`src/rtl/phase_reset_seq_if.sv`:
```
// Control and status bundle between the run harness and phase_reset_seq.
// The harness drives start/halt_req; the sequencer drives everything else.
interface phase_reset_seq_if #(
  parameter int NUM_PHASES = 2,
  parameter int CNT_W      = 16
);
  logic                  start;
  logic                  halt_req;
  logic [NUM_PHASES-1:0] phase_en;
  logic [3:0]            phase_idx;
  logic                  core_rst_n;
  logic                  running;
  logic                  done;
  logic [CNT_W-1:0]      cycle_cnt;

  modport master (
    output start, halt_req,
    input  phase_en, phase_idx, core_rst_n, running, done, cycle_cnt
  );

  modport slave (
    input  start, halt_req,
    output phase_en, phase_idx, core_rst_n, running, done, cycle_cnt
  );
endinterface

```
`src/rtl/phase_reset_seq.sv`:
```
// Run controller: sequences core reset, emits non-overlapping phase enables,
// counts RUN cycles and stops on a cycle limit or an external halt.
module phase_reset_seq #(
  parameter int NUM_PHASES = 2,
  parameter int PHASE_HIGH = 4,
  parameter int PHASE_GAP  = 1,
  parameter int RST_HOLD   = 2,
  parameter int RUN_LIMIT  = 300,
  parameter int CNT_W      = 16
) (
  input logic             clk,
  input logic             rst,
  phase_reset_seq_if.slave bus
);

  localparam int PERIOD = PHASE_HIGH + PHASE_GAP;
  localparam int SLOT_W = $clog2(PERIOD + 1);
  localparam int HOLD_W = $clog2(RST_HOLD + 1);

  localparam logic [SLOT_W-1:0]     SLOT_LAST = SLOT_W'(PERIOD - 1);
  localparam logic [SLOT_W-1:0]     SLOT_HIGH = SLOT_W'(PHASE_HIGH);
  localparam logic [HOLD_W-1:0]     HOLD_LAST = HOLD_W'(RST_HOLD - 1);
  localparam logic [3:0]            IDX_LAST  = 4'(NUM_PHASES - 1);
  localparam logic [CNT_W-1:0]      CNT_LAST  = CNT_W'(RUN_LIMIT - 1);
  localparam logic [NUM_PHASES-1:0] PH_ONE    = NUM_PHASES'(1);

  localparam logic [1:0] S_IDLE = 2'd0;
  localparam logic [1:0] S_HOLD = 2'd1;
  localparam logic [1:0] S_RUN  = 2'd2;
  localparam logic [1:0] S_DONE = 2'd3;

  logic [1:0]            state_q,   state_n;
  logic [HOLD_W-1:0]     hold_q,    hold_n;
  logic [SLOT_W-1:0]     slot_q,    slot_n;
  logic [3:0]            idx_q,     idx_n;
  logic [CNT_W-1:0]      cnt_q,     cnt_n;
  logic [NUM_PHASES-1:0] en_q,      en_n;
  logic                  crst_q,    crst_n;
  logic                  run_q,     run_n;
  logic                  done_q,    done_n;

  // Next-state and next-output are formed together so every output is a flop.
  always_comb begin
    state_n = state_q;
    hold_n  = hold_q;
    slot_n  = slot_q;
    idx_n   = idx_q;
    cnt_n   = cnt_q;
    en_n    = '0;
    crst_n  = 1'b0;
    run_n   = 1'b0;
    done_n  = 1'b0;

    case (state_q)
      S_IDLE: begin
        hold_n = '0;
        slot_n = '0;
        idx_n  = '0;
        cnt_n  = '0;
        if (bus.start) state_n = S_HOLD;
      end

      S_HOLD: begin
        slot_n = '0;
        idx_n  = '0;
        cnt_n  = '0;
        if (bus.halt_req) begin
          state_n = S_IDLE;
          hold_n  = '0;
        end else if (hold_q == HOLD_LAST) begin
          state_n = S_RUN;
          hold_n  = '0;
          en_n    = PH_ONE;
          crst_n  = 1'b1;
          run_n   = 1'b1;
        end else begin
          hold_n = hold_q + HOLD_W'(1);
        end
      end

      S_RUN: begin
        crst_n = 1'b1;
        // Halt and limit share one exit path, so a coincident pair enters DONE once.
        if (bus.halt_req || (cnt_q == CNT_LAST)) begin
          state_n = S_DONE;
          done_n  = 1'b1;
        end else begin
          run_n = 1'b1;
          cnt_n = cnt_q + CNT_W'(1);
          if (slot_q == SLOT_LAST) begin
            slot_n = '0;
            idx_n  = (idx_q == IDX_LAST) ? 4'd0 : idx_q + 4'd1;
          end else begin
            slot_n = slot_q + SLOT_W'(1);
          end
          en_n = (slot_n < SLOT_HIGH) ? (PH_ONE << idx_n) : '0;
        end
      end

      S_DONE: begin
        if (bus.start) begin
          state_n = S_HOLD;
          hold_n  = '0;
          slot_n  = '0;
          idx_n   = '0;
          cnt_n   = '0;
        end else begin
          crst_n = 1'b1;
          done_n = 1'b1;
        end
      end

      default: begin
        state_n = S_IDLE;
        hold_n  = '0;
        slot_n  = '0;
        idx_n   = '0;
        cnt_n   = '0;
      end
    endcase
  end

  always_ff @(posedge clk or negedge rst) begin
    if (!rst) begin
      state_q <= S_IDLE;
      hold_q  <= '0;
      slot_q  <= '0;
      idx_q   <= '0;
      cnt_q   <= '0;
      en_q    <= '0;
      crst_q  <= 1'b0;
      run_q   <= 1'b0;
      done_q  <= 1'b0;
    end else begin
      state_q <= state_n;
      hold_q  <= hold_n;
      slot_q  <= slot_n;
      idx_q   <= idx_n;
      cnt_q   <= cnt_n;
      en_q    <= en_n;
      crst_q  <= crst_n;
      run_q   <= run_n;
      done_q  <= done_n;
    end
  end

  assign bus.phase_en   = en_q;
  assign bus.phase_idx  = idx_q;
  assign bus.core_rst_n = crst_q;
  assign bus.running    = run_q;
  assign bus.done       = done_q;
  assign bus.cycle_cnt  = cnt_q;

endmodule
```
`src/flat_wrapper.sv`:
```
// flat-port wrapper written by rule: the top's interface ports become plain ports
module phase_reset_seq_flat 
#(
  parameter int NUM_PHASES = 2,
  parameter int PHASE_HIGH = 4,
  parameter int PHASE_GAP  = 1,
  parameter int RST_HOLD   = 2,
  parameter int RUN_LIMIT  = 300,
  parameter int CNT_W      = 16
)
  (clk, rst, bus_start, bus_halt_req, bus_phase_en, bus_phase_idx, bus_core_rst_n, bus_running, bus_done, bus_cycle_cnt);
  phase_reset_seq_if #(.NUM_PHASES(NUM_PHASES), .CNT_W(CNT_W)) bus_i ();
  input logic clk;
  input logic rst;
  input wire logic [$bits(bus_i.start)-1:0] bus_start;
  input wire logic [$bits(bus_i.halt_req)-1:0] bus_halt_req;
  output wire logic [$bits(bus_i.phase_en)-1:0] bus_phase_en;
  output wire logic [$bits(bus_i.phase_idx)-1:0] bus_phase_idx;
  output wire logic [$bits(bus_i.core_rst_n)-1:0] bus_core_rst_n;
  output wire logic [$bits(bus_i.running)-1:0] bus_running;
  output wire logic [$bits(bus_i.done)-1:0] bus_done;
  output wire logic [$bits(bus_i.cycle_cnt)-1:0] bus_cycle_cnt;
  assign bus_i.start = bus_start;
  assign bus_i.halt_req = bus_halt_req;
  assign bus_phase_en = bus_i.phase_en;
  assign bus_phase_idx = bus_i.phase_idx;
  assign bus_core_rst_n = bus_i.core_rst_n;
  assign bus_running = bus_i.running;
  assign bus_done = bus_i.done;
  assign bus_cycle_cnt = bus_i.cycle_cnt;
  phase_reset_seq #(.NUM_PHASES(NUM_PHASES), .PHASE_HIGH(PHASE_HIGH), .PHASE_GAP(PHASE_GAP), .RST_HOLD(RST_HOLD), .RUN_LIMIT(RUN_LIMIT), .CNT_W(CNT_W)) u_core (.clk(clk), .rst(rst), .bus(bus_i));
endmodule
```
`config.mk`:
```
export PLATFORM = sky130hd
export DESIGN_NAME = phase_reset_seq_flat
export DESIGN_NICKNAME = d
export VERILOG_FILES = /design/src/rtl/phase_reset_seq_if.sv /design/src/rtl/phase_reset_seq.sv /design/src/flat_wrapper.sv
export SDC_FILE = /design/constraint.sdc
export NUM_CORES = 1
export LEC_CHECK = 0
export ABC_AREA = 1
export BUFFER_PORTS_ARGS = -buffer_cell sky130_fd_sc_hd__buf_4
export CAP_MARGIN = 10
export CORE_MARGIN = 8
export CORE_UTILIZATION = 51
export CTS_CLUSTER_SIZE = 20
export DETAILED_ROUTE_END_ITERATION = 10
export GPL_ROUTABILITY_DRIVEN = 0
export PLACE_DENSITY = 0.85
export SLEW_MARGIN = 20
export SYNTH_ARGS = -nofsm -noshare
export SYNTH_HDL_FRONTEND = slang
export SYNTH_SLANG_ARGS = --single-unit
```
`constraint.sdc`:
```
create_clock -name clk -period 1.65 [get_ports clk]
set_input_delay 0.165 -clock clk [delete_from_list [all_inputs] [get_ports clk]]
set_output_delay 0.165 -clock clk [all_outputs]
set_load 0.005 [all_outputs]
```
# Word-level counts from Yosys, hierarchy flattened
# Index checks and enable logic that the tools add are counted.
[classes]
add_sub_neg = 4
multipliers = 0
div = 0
n_lt_le_gt_ge = 1
eq_ne = 12
n_shift = 1
n_mux = 38
bitwise_logic = 0
reduce_logical = 8
[ops]
columns = ["operator", "n"]
rows = [
  ["$pmux 16 s3", 1],
  ["$mux 16", 2],
  ["$mux 4", 6],
  ["$mux 2", 10],
  ["$add 16x1->16 const B", 1],
  ["$eq 16x9->1 const B", 1],
  ["$mux 3", 5],
  ["$pmux 2 s3", 2],
  ["$pmux 4 s3", 1],
  ["$pmux 3 s3", 1],
  ["$mux 1", 6],
  ["$add 4x1->4 const B", 1],
  ["$eq 2x1->1 const B", 2],
  ["$eq 2x2->1 const B", 2],
  ["$eq 4x1->1 const B", 1],
  ["$ne 2x1->1 const B", 2],
  ["$ne 2x2->1 const B", 2],
  ["$pmux 1 s2", 2],
  ["$pmux 2 s2", 1],
  ["$reduce_and 2->1", 2],
  ["$reduce_or 2->1", 2],
  ["$shl 1x4->2 const A", 1],
  ["$add 3x1->3 const B", 1],
  ["$eq 3x3->1 const B", 1],
  ["8 further kinds", 8],
]
[word_totals]
regBits = 32
latch_bits = 0
ram_bits = 0
romBits = 0
input_bits = 4
output_inout_bits = 25
word_cells = 73
memories = 0

# Longest topological paths before layout
# Gate-level depths: netlist of the first run.
[depth]
ltp_word = 9
ltp_mapped = 12
mapped_depth_nobuf = 11

# Worst setup path after synthesis of the first run
# No wires, ideal clock.
[synth_path]
path_kind = "register to register"
start = "register u_core.cnt_q[0], in the netlist u_core.bus.cycle_cnt[0]"
end = "register u_core.cnt_q[5], in the netlist u_core.bus.cycle_cnt[5]"
setup_time_ns = 0.127
arrival_time_ns = 1.456
required_ns = 1.523
slack_ns = 0.067
path_stages_with_launch = 11
path_buffers = 1
synth_period_minus_slack_ns = 1.583
cell_sequence = "dfrtp_1 ha_1 nand2_1 inv_1 nand2_1 nor2_2 nand2_2 nand2_4 a21oi_4 buf_6 o21ai_0"
[synth_via]
elab_chain_len = 4
elab_cells_between_ends = 7
cone_classes = "1 x add/sub; 2 x eq/ne; 2 x mux; 2 x reduce/logical"
[synth_lines]
columns = ["item", "line", "rtl"]
rows = [
  ["from (decl)", "phase_reset_seq.sv:36", "logic [CNT_W-1:0] cnt_q, cnt_n;"],
  ["from (signal assigned)", "phase_reset_seq.sv:139", "cnt_q <= cnt_n;"],
  ["parallel branches: the longest is 4 deep, another holds $add 16x1->16", "--", ""],
]
# Several ways; the timed one is not identified. The select of a mux whose other input is x is not followed.
# A chain may end at the register's enable or synchronous reset.

# Worst setup path in the final report of the first run
[layout_path]
start = "register u_core.cnt_q[1], in the netlist u_core.bus.cycle_cnt[1]"
end = "register u_core.done_q, in the netlist u_core.bus.done"
[layout_via]
elab_chain_len = 4
[layout_lines]
columns = ["item", "line", "rtl"]
rows = [
  ["$eq 16x9->1", "phase_reset_seq.sv:84", "if (bus.halt_req || (cnt_q == CNT_LAST)) begin"],
  ["$logic_or 1x1->1", "phase_reset_seq.sv:84", ""],
  ["$mux 1", "phase_reset_seq.sv:84", ""],
  ["$pmux 1 s2", "phase_reset_seq.sv:54", "case (state_q)"],
  ["to (signal assigned)", "phase_reset_seq.sv:143", "done_q <= done_n;"],
  ["to (decl)", "phase_reset_seq.sv:40", "logic done_q, done_n;"],
]
# Every way passes these cells.

==> results of run 1 <==
[worst register-to-register path: cells and delay by family (launching register included)]
| kind | cells | cell delay, ns |
|---|---|---|
| adder cells (fa/ha/maj) | 1 | 0.20 |
| buffers and inverters | 4 | 0.43 |
| flip-flops | 1 | 0.39 |
| AND/OR/NAND/NOR | 7 | 0.55 |
[how the worst max path moves through the flow]
stage,start,endpoint
floorplan,u_core.bus.cycle_cnt[0]$_DFFE_PN0P_,u_core.bus.cycle_cnt[5]$_DFFE_PN0P_
global placement,u_core.bus.cycle_cnt[0]$_DFFE_PN0P_,u_core.bus.cycle_cnt[12]$_DFFE_PN0P_
detailed placement,u_core.bus.cycle_cnt[1]$_DFFE_PN0P_,u_core.bus.cycle_cnt[12]$_DFFE_PN0P_
CTS,u_core.bus.cycle_cnt[0]$_DFFE_PN0P_,u_core.slot_q[2]$_DFFE_PN0P_
global route,u_core.bus.cycle_cnt[1]$_DFFE_PN0P_,u_core.bus.phase_idx[1]$_DFFE_PN0P_
finish,u_core.bus.cycle_cnt[1]$_DFFE_PN0P_,u_core.bus.done$_DFF_PN0_
[area by class of cell]
class / count / area [um2] / share of cell area (%)
multi-input combinational: 196 / 1070 / 42.0
sequential: 32 / 801 / 31.3
timing repair buffer: 50 / 402 / 15.7
inverter: 34 / 131 / 5.13
clock buffer: 8 / 90.1 / 3.52
tap: 48 / 60.1 / 2.35
[synthesized netlist by cell type]
cell,number,area share [%]
nor2_4,2,1.1
nor3_1,5,1.3
o21bai_1,1,0.38
nor2_2,2,0.63
inv_2,2,0.38
nor2_1,27,5.1
ha_1,8,5.0
nor3_2,2,1.0
a21oi_1,6,1.5
or2_2,2,0.63
xnor2_1,1,0.44
o21ai_0,8,2.0
o21ai_1,13,3.3
nand2_4,1,0.57
nand4_1,5,1.6
dfrtp_1,32,40
nor3b_1,1,0.38
nand3_1,32,8.1
inv_1,31,5.9
xor2_1,5,2.2
buf_6,3,1.7
nand2_2,1,0.32
nand2_1,70,13
buf_2,3,0.76
a31oi_1,1,0.32
clkinv_1,1,0.19
nor3_4,1,0.82
a21oi_4,1,0.82
[power breakdown]
part | total [mW] | switching (mW) | internal [mW]
combinational | 0.785 | 0.482 | 0.303
sequential | 0.917 | 0.0549 | 0.862
clock | 0.615 | 0.275 | 0.340
[cell usage in the layout (no fill, tap or decap), types with 3 or more instances in the layout]
cell type,count
a21oi_1,6
nor2_4,3
nor2_2,4
dfrtp_1,32
xor2_1,5
ha_1,6
o21ai_2,5
clkbuf_8,6
nor3_1,5
nor2_1,25
nand2_1,65
inv_1,31
buf_4,45
o21ai_0,8
nand4_1,5
o21ai_1,8
buf_6,3
nand3_1,31
nand2_2,6
[layer usage]
metal	routed length (um)	part of all wire (%)	global-route usage, %	vias to the layer above
met5	0	0	0	-
met4	142	2.8	7.96	0
met3	391	7.8	5.47	16
met2	2430	49	27.2	71
met1	2040	41	19.3	911
li1	-	-	-	960
[sequential cells by signal, summed over array words and instances (netlist names)]
name                   count
u_core.bus.core_rst_n      1
u_core.bus.cycle_cnt      16
u_core.bus.done            1
u_core.bus.phase_en        2
u_core.bus.phase_idx       4
u_core.bus.running         1
u_core.hold_q              2
u_core.slot_q              3
u_core.state_q             2
[cell families (layout without fill, tap and decap cells)]
family / after synthesis / count (layout)
flip-flops: 32 / 32
AO/OA/AOI/OAI: 30 / 30
AND/OR/NAND/NOR: 151 / 152
buffers and inverters: 40 / 92
XOR/XNOR: 6 / 6
adder cells (fa/ha/maj): 8 / 8
[repair_timing]
| action | CTS | global route |
|---|---|---|
| gates resized for setup | 1 | 22 |
| endpoints found under the setup margin | 8 | 25 |
| hold endpoints to repair | 32 | 0 |
| hold buffers | 1 | 0 |
| pin swaps | 0 | 4 |
| cloned | 1 | 0 |
| setup buffers | 0 | 6 |
==> results.tsv, run 1 <==
metric	value	unit
status	finished with violations	
violations	negative setup slack	
insertion_delay	0.29	ns
path_class	reg2reg	
area_delta_synth_final	28.9	%
wl_per_cell	13.6	um
ys_types	28	
timing.hold.worst.class	in2async	
grt_overflow	0	
rsz0062_at_grt	true	
num_antenna_cells	0	
power.leakage	1.25	nW
r2r-start	u_core.bus.cycle_cnt[1]$_DFFE_PN0P_	
clock_skew	0.00505	ns
setup_violations	5	
num-fill-cells	315	
via_count	1958	
drt-pass1-iter-count	4	
worstSetupStartpointType	register	
slowest_delay	0.39	ns
reg2reg_depth	12	
synth_compound_area_share	8.32	%
cp_num_cells	12	
viasPerCell	5.32	
worst_pin_slew	0.395	ns
chipHeight	78.4	um
clk_pin_slew	0.06	ns
cts_inserted_buffers	5	
crit_family	simple AND/OR/NAND/NOR gates	
port_buffers	28	
grt_max_degree	33	
syn_area	1980	um2
dp.cells	352	
h-tree-depth	2	
drc	0	
die_area	6140	um2
fp.dieW	78.4	um
relSlewSlack	73.7	%
final_core_util	69.4	%
synth_nets	279	
ff2ff_setup_slack	-0.008	ns
ys_seq_area_share	40.4	%
antenna_left	0	
avgSynthCellArea	7.43	um2
drt-total-wl	5.01	mm
grt_pass1_vias	1876	
layout.nets	331	
final_cell_area	2560	um2
pre_cts_slack	0.00279	ns
drv_slew	0	
min_period	1.66	ns
max-cap-violations	0	
cp_data_required_time	1.83	ns
worstPathArrival	1.84	ns
setup_tns	-0.0250	ns
worst-path-max-fanout	5	
cts_tree	done	
max_freq	0.603	GHz
yosysWarnings	0	
clock_path_buffers	2	
ys_ff_latch	32	
hold_viol	0	
synth_adder_area_share	5.04	%
synth-simple-area-share	34.7	%
clock-sinks	32	
ir_worst_vdd	650	uV
drive_above_1_share	26.9	%
end_kind	register	
hold_slack	0.352	ns
cpMaxStageDelayCell	dfrtp_1	
setup_ws	-0.00824	ns
period_share	100	%
synth_top_family_by_area	simple AND/OR/NAND/NOR gates	
report.power.total	2.32	mW
worst-path-buf-inv	4	
placed_area	2320	um2
drt-initial-drc-count	116	
cts_root_buf	clkbuf_8	
pwr_density_cell	906	nW/um2
antenna_found_initial	0	
synth_xor_area_share	2.65	%
core-area	3690	um2
synth.mux.area_fraction	0	%
dp.final_hpwl	3.43	mm
crit_chain	ha_2, nand2_1, inv_1, nand2_1, nor2_2, nand2_2, nand2_4, nor2_4, buf_12, nor2_4, buf_6, buf_6	
start_util	53.8	%
grt_pass1_wl	8.37	mm
gr-usage-all-layers	16.7	%
synthesis.instances	267	
io_pins	29	
rows	22	
worstReg2RegEnd	u_core.bus.done$_DFF_PN0_	
final_cells	368	
Power figures use the tool's default switching activity.
==> run 2, diff against run 1 <==
--- a/config.mk
+++ b/config.mk
@@ -14,6 +14,7 @@
 export DETAILED_ROUTE_END_ITERATION = 10
 export GPL_ROUTABILITY_DRIVEN = 0
 export PLACE_DENSITY = 0.85
+export RECOVER_POWER = 25
 export SLEW_MARGIN = 20
 export SYNTH_ARGS = -nofsm -noshare
 export SYNTH_HDL_FRONTEND = slang
==> results.tsv, run 2 (synthesized netlist as in run 1, its figures left out) <==
metric	value	unit	change
h-tree-depth	2		unchanged
grt_pass1_vias	1876		unchanged
cts_inserted_buffers	5		unchanged
largest_reg_flops	16		unchanged
final_cell_mix	nand2_1 (65), buf_4 (44), dfrtp_1 (32), inv_1 (31), nand3_1 (31)		was nand2_1 (65), buf_4 (45), dfrtp_1 (32), inv_1 (31), nand3_1 (31)
drt-initial-drc-count	116		unchanged
grt_overflow	0		unchanged
dp.final_hpwl	3.43	mm	unchanged
power.leakage	1.25	nW	about the same
r2r-start	u_core.bus.cycle_cnt[1]$_DFFE_PN0P_		unchanged
port_buffers	28		unchanged
chipHeight	78.4	um	unchanged
drc	0		unchanged
gr-usage-all-layers	16.7	%	unchanged
fp.dieW	78.4	um	unchanged
drt-pass1-iter-count	4		unchanged
io_pins	29		unchanged
period_share	100	%	about the same
hold_slack	0.352	ns	unchanged
min_period	1.66	ns	about the same
drive_above_1_share	26.9	%	unchanged
reg2reg_depth	12		unchanged
violations	negative setup slack		unchanged
endpoint	u_core.bus.done$_DFF_PN0_		unchanged
startpoint	u_core.bus.cycle_cnt[1]$_DFFE_PN0P_		unchanged
status	finished with violations		unchanged
worst_pin_slew	0.774	ns	was 0.395 ns
clk_pin_slew	0.06	ns	about the same
report.power.total	2.32	mW	about the same
cts_root_buf	clkbuf_8		unchanged
max_freq	0.603	GHz	unchanged
end_kind	register		unchanged
hold_viol	0		unchanged
clock-sinks	32		unchanged
worstReg2RegEnd	u_core.bus.done$_DFF_PN0_		unchanged
relSlewSlack	48.4	%	was 73.7%
max-cap-violations	0		unchanged
num_antenna_cells	0		unchanged
hold_depth	5		
core-area	3690	um2	unchanged
rsz0062_at_grt	true		unchanged
antenna_found_initial	0		unchanged
start_util	53.8	%	unchanged
grt_max_degree	33		unchanged
die_area	6140	um2	unchanged
cp_data_required_time	1.83	ns	about the same
pre_cts_slack	0.00279	ns	unchanged
ir_worst_vdd	650	uV	about the same
layout.nets	331		unchanged
via_count	1960		was 1958
rows	22		unchanged
pwr_density_cell	906	nW/um2	about the same
clock_path_buffers	2		unchanged
wl_per_cell	13.6	um	about the same
drt-total-wl	5.01	mm	about the same
path_class	reg2reg		unchanged
drv_slew	0		unchanged
setup_ws	-0.00824	ns	about the same
worstPathArrival	1.84	ns	about the same
worst-path-max-fanout	5		unchanged
timing.hold.worst.class	in2reg		was in2async
mostFrequentLayoutCell	nand2_1		unchanged
worstSetupStartpointType	register		unchanged
clock_skew	0.00505	ns	unchanged
cts_tree	done		unchanged
viasPerCell	5.33		was 5.32
insertion_delay	0.29	ns	about the same
final_cells	368		unchanged
dp.cells	352		unchanged
antenna_left	0		unchanged
area_delta_synth_final	28.8	%	was 28.9%
ff2ff_setup_slack	-0.008	ns	about the same
grt_pass1_wl	8.37	mm	unchanged
setup_violations	5		unchanged
==> run 2: cell types whose count changed in the layout (fill, tap and decap cells not counted) <==
cell and delta:
buf_4 -1, clkbuf_2 +1
==> run 2: worst min-delay path by stage <==
stage | end | from
after floorplan | u_core.bus.core_rst_n$_DFF_PN0_ | rst
after global placement | u_core.bus.cycle_cnt[4]$_DFFE_PN0P_ | rst
after detailed placement | u_core.bus.cycle_cnt[5]$_DFFE_PN0P_ | rst
after CTS | u_core.hold_q[1]$_DFFE_PN0P_ | bus_halt_req
after global routing | u_core.state_q[0]$_DFFE_PN0P_ | bus_start
final | u_core.state_q[0]$_DFFE_PN0P_ | bus_start
==> run 2: critical path, stage by stage, from the launching register on <==
cell and delay [ns]:
dfrtp_1 0.39, ha_2 0.20, nand2_1 0.07, inv_1 0.04, nand2_1 0.06, nor2_2 0.04, nand2_2 0.08, nand2_4 0.07
nor2_4 0.19, buf_12 0.13, nor2_4 0.04, buf_6 0.15, buf_6 0.11
==> run 2: cell type report <==
| type | instances | area, um2 |
|---|---|---|
| clock buffers | 8 | 90.1 |
| flip-flops and latches | 32 | 801 |
| multi-input cells | 196 | 1070 |
| inverters | 34 | 131 |
| fillers | 315 | 1130 |
| well taps | 48 | 60.1 |
| repair buffers | 50 | 399 |
==> run 2: report_power, final <==
part,leakage [nW],switching (mW),internal (mW)
Sequential,0.441,0.0549,0.862
Combinational,0.765,0.482,0.302
Clock,0.0455,0.275,0.340
Total,1.25,0.812,1.50
==> run 2: layer usage <==
layer | vias up | GRT usage, % | part of all wire (%)
met5 | - | 0 | 0
met4 | 0 | 7.96 | 2.8
met3 | 16 | 5.47 | 7.8
met2 | 71 | 27.2 | 49
met1 | 913 | 19.3 | 41
li1 | 960 | - | -
==> run 2: what timing repair did <==
action | in CTS | in global routing
endpoints found under the setup margin | 8 | 25
pin swaps | 0 | 4
resized for setup | 1 | 22
setup buffers | 0 | 6
hold buffers | 1 | 0
hold endpoints to repair | 32 | 0
cloned | 1 | 0
==> run 2: through the flow <==
step / area (um2) / util (%) / setup TNS, ns
after floorplan: 1980 / - / 0
after global placement: 2320 / 62.9 / 0
after detailed placement: 2320 / 62.9 / 0
after CTS: 2430 / 65.9 / 0
after global routing: 2560 / 69.3 / -0.821
final: 2560 / 69.3 / -0.0250
==> run 3, diff against run 2 <==
--- a/config.mk
+++ b/config.mk
@@ -8,11 +8,14 @@
 export ABC_AREA = 1
 export BUFFER_PORTS_ARGS = -buffer_cell sky130_fd_sc_hd__buf_4
 export CAP_MARGIN = 10
+export CORE_ASPECT_RATIO = 1.5
 export CORE_MARGIN = 8
 export CORE_UTILIZATION = 51
+export CTS_CLUSTER_DIAMETER = 150
 export CTS_CLUSTER_SIZE = 20
 export DETAILED_ROUTE_END_ITERATION = 10
 export GPL_ROUTABILITY_DRIVEN = 0
+export GPL_TIMING_DRIVEN = 0
 export PLACE_DENSITY = 0.85
 export RECOVER_POWER = 25
 export SLEW_MARGIN = 20
==> results.tsv, run 3 (synthesized netlist as in run 1, its figures left out) <==
metric	value	unit	change
antenna_left	0		unchanged
clock_skew	0.00361	ns	was 0.00505 ns
final_cell_area	2440	um2	was 2560 um2
area_delta_synth_final	23.1	%	was 28.8%
num_antenna_cells	0		unchanged
crit_family	simple AND/OR/NAND/NOR gates		unchanged
end_kind	register		unchanged
largest_reg_flops	16		unchanged
rsz0062_at_grt	true		unchanged
drive_above_1_share	23.7	%	was 26.9%
worst_pin_slew	0.796	ns	was 0.774 ns
setup_violations	0		was 5
clock-sinks	32		unchanged
final_cells	353		was 368
viasPerCell	5.30		was 5.33
placed_area	2250	um2	was 2320 um2
max_freq	0.629	GHz	was 0.603 GHz
grt_pass1_vias	1831		was 1876
layout.nets	322		was 331
hold_slack	0.339	ns	was 0.352 ns
grt_max_degree	33		unchanged
wl_per_cell	13.5	um	was 13.6 um
drt-pass1-iter-count	5		was 4
grt_pass1_wl	8.03	mm	was 8.37 mm
cts_root_buf	clkbuf_8		unchanged
h-tree-depth	2		unchanged
via_count	1871		was 1960
power.leakage	1.19	nW	was 1.25 nW
crit_chain	ha_4, nand2_1, inv_1, nand2_2, nor2_2, nand2_2, nand2_4, a21oi_4, buf_6, nand3_2, nand2_2		was ha_2, nand2_1, inv_1, nand2_1, nor2_2, nand2_2, nand2_4, nor2_4, buf_12, nor2_4, buf_6, buf_6
die_area	6180	um2	was 6140 um2
path_class	reg2reg		unchanged
clock_path_buffers	2		unchanged
ir_worst_vdd	791	uV	was 650 uV
insertion_delay	0.28	ns	was 0.29 ns
dp.cells	340		was 352
period_share	96.4	%	was 100%
final_cell_mix	nand2_1 (67), buf_4 (31), dfrtp_1 (31), inv_1 (30), nand3_1 (29)		was nand2_1 (65), buf_4 (44), dfrtp_1 (32), inv_1 (31), nand3_1 (31)
antenna_found_initial	0		unchanged
io_pins	29		unchanged
worstSetupStartpointType	register		unchanged
cp_common_cell	nand2_2		
port_buffers	28		unchanged
drv_slew	0		unchanged
max-cap-violations	0		unchanged
cpMaxStageDelayCell	dfrtp_2		was dfrtp_1
slowest_delay	0.42	ns	was 0.39 ns
worst-path-max-fanout	7		was 5
num-fill-cells	347		was 315
grt_overflow	0		unchanged
mostFrequentLayoutCell	nand2_1		unchanged
worst-path-buf-inv	2		was 4
drc	0		unchanged
pwr_density_cell	888	nW/um2	was 906 nW/um2
fp.dieW	66.9	um	was 78.4 um
timing.hold.worst.class	in2reg		unchanged
clk_pin_slew	0.06	ns	about the same
cp_data_required_time	1.87	ns	was 1.83 ns
cts_tree	done		unchanged
final_core_util	63.4	%	was 69.3%
status	finished clean		was finished with violations
gr-usage-all-layers	16.5	%	was 16.7%
drt-total-wl	4.76	mm	was 5.01 mm
rows	28		was 22
cts_inserted_buffers	5		unchanged
start_util	51.5	%	was 53.8%
dp.final_hpwl	3.47	mm	was 3.43 mm
hold_viol	0		unchanged
relSlewSlack	46.9	%	was 48.4%
core-area	3850	um2	was 3690 um2
drt-initial-drc-count	110		was 116
min_period	1.59	ns	was 1.66 ns
worstPathArrival	1.81	ns	was 1.84 ns
chipHeight	92.4	um	was 78.4 um
## run 3: changes by cell type in the layout (fill, tap and decap cells not counted), sizes merged
| cell | before | now |
|---|---|---|
| nor2 | 32 | 31 |
| buf | 48 | 40 |
| inv | 33 | 34 |
| clkinvlp | 1 | 0 |
| clkbuf | 9 | 6 |
## run 3: worst paths after layout
path,slack (ns),to,start,cells after the start
min in group asynchronous,0.50,u_core.bus.phase_idx[0]$_DFFE_PN0P_,rst,2
setup / recovery,0.06,u_core.bus.cycle_cnt[2]$_DFFE_PN0P_,u_core.bus.cycle_cnt[0]$_DFFE_PN0P_,11
setup reg to reg,0.06,u_core.bus.cycle_cnt[2]$_DFFE_PN0P_,u_core.bus.cycle_cnt[0]$_DFFE_PN0P_,11
max in group asynchronous,0.58,u_core.bus.cycle_cnt[0]$_DFFE_PN0P_,rst,2
hold / removal,0.34,u_core.bus.running$_DFF_PN0_,bus_halt_req,4
hold reg to reg,0.50,u_core.hold_q[1]$_DFFE_PN0P_,u_core.hold_q[1]$_DFFE_PN0P_,2
## run 3: per-stage QoR
step                      setup slack (ns)  total power, mW  setup TNS, ns
after global routing               -0.0210             2.30        -0.0521
final                               0.0592             2.17              0
after global placement              -0.183             1.55          -2.77
after CTS                         0.000403             2.17              0
after detailed placement            -0.217             1.58          -3.74
after floorplan                     0.0672             1.36              0
## run 3: repair_timing
| item | CTS | global route |
|---|---|---|
| hold buffers | 1 | 0 |
| gates cloned | 1 | 0 |
| pin swaps | 1 | 7 |
| resized for setup | 8 | 13 |
| endpoints found under the hold margin | 32 | 0 |
| buffers inserted | 4 | 2 |
| setup endpoints to repair | 26 | 23 |
## run 3: worst min-delay path: cells and delay by family
| kind | cells | cell delay, ns |
|---|---|---|
| and+or+nand+nor | 1 | 0.16 |
| buffers and inverters | 2 | 0.16 |
| AOI/OAI and AO/OA | 1 | 0.08 |
## run 3: routing by layer
metal / track usage (%) / part of all wire, % / vias up
met5: 0 / 0 / -
met4: 7.53 / 2.7 / 0
met3: 3.99 / 6.1 / 13
met2: 29.9 / 54 / 54
met1: 16.9 / 37 / 866
li1: - / - / 938
## run 3: where the power goes
group,switching (mW),total (mW),leakage (nW),internal (mW)
combinational,0.442,0.727,0.719,0.285
clock,0.257,0.528,0.0359,0.271
sequential,0.0511,0.914,0.439,0.863
## run 3: area by class of cell
class,count,area (um2),area share [%]
tap,45,56.3,2.30
timing repair buffer,36,282,11.5
sequential,32,802,32.8
inverter,34,130,5.33
buffer,6,48.8,2.00
clock buffer,5,68.8,2.82
multi-input combinational,195,1060,43.2
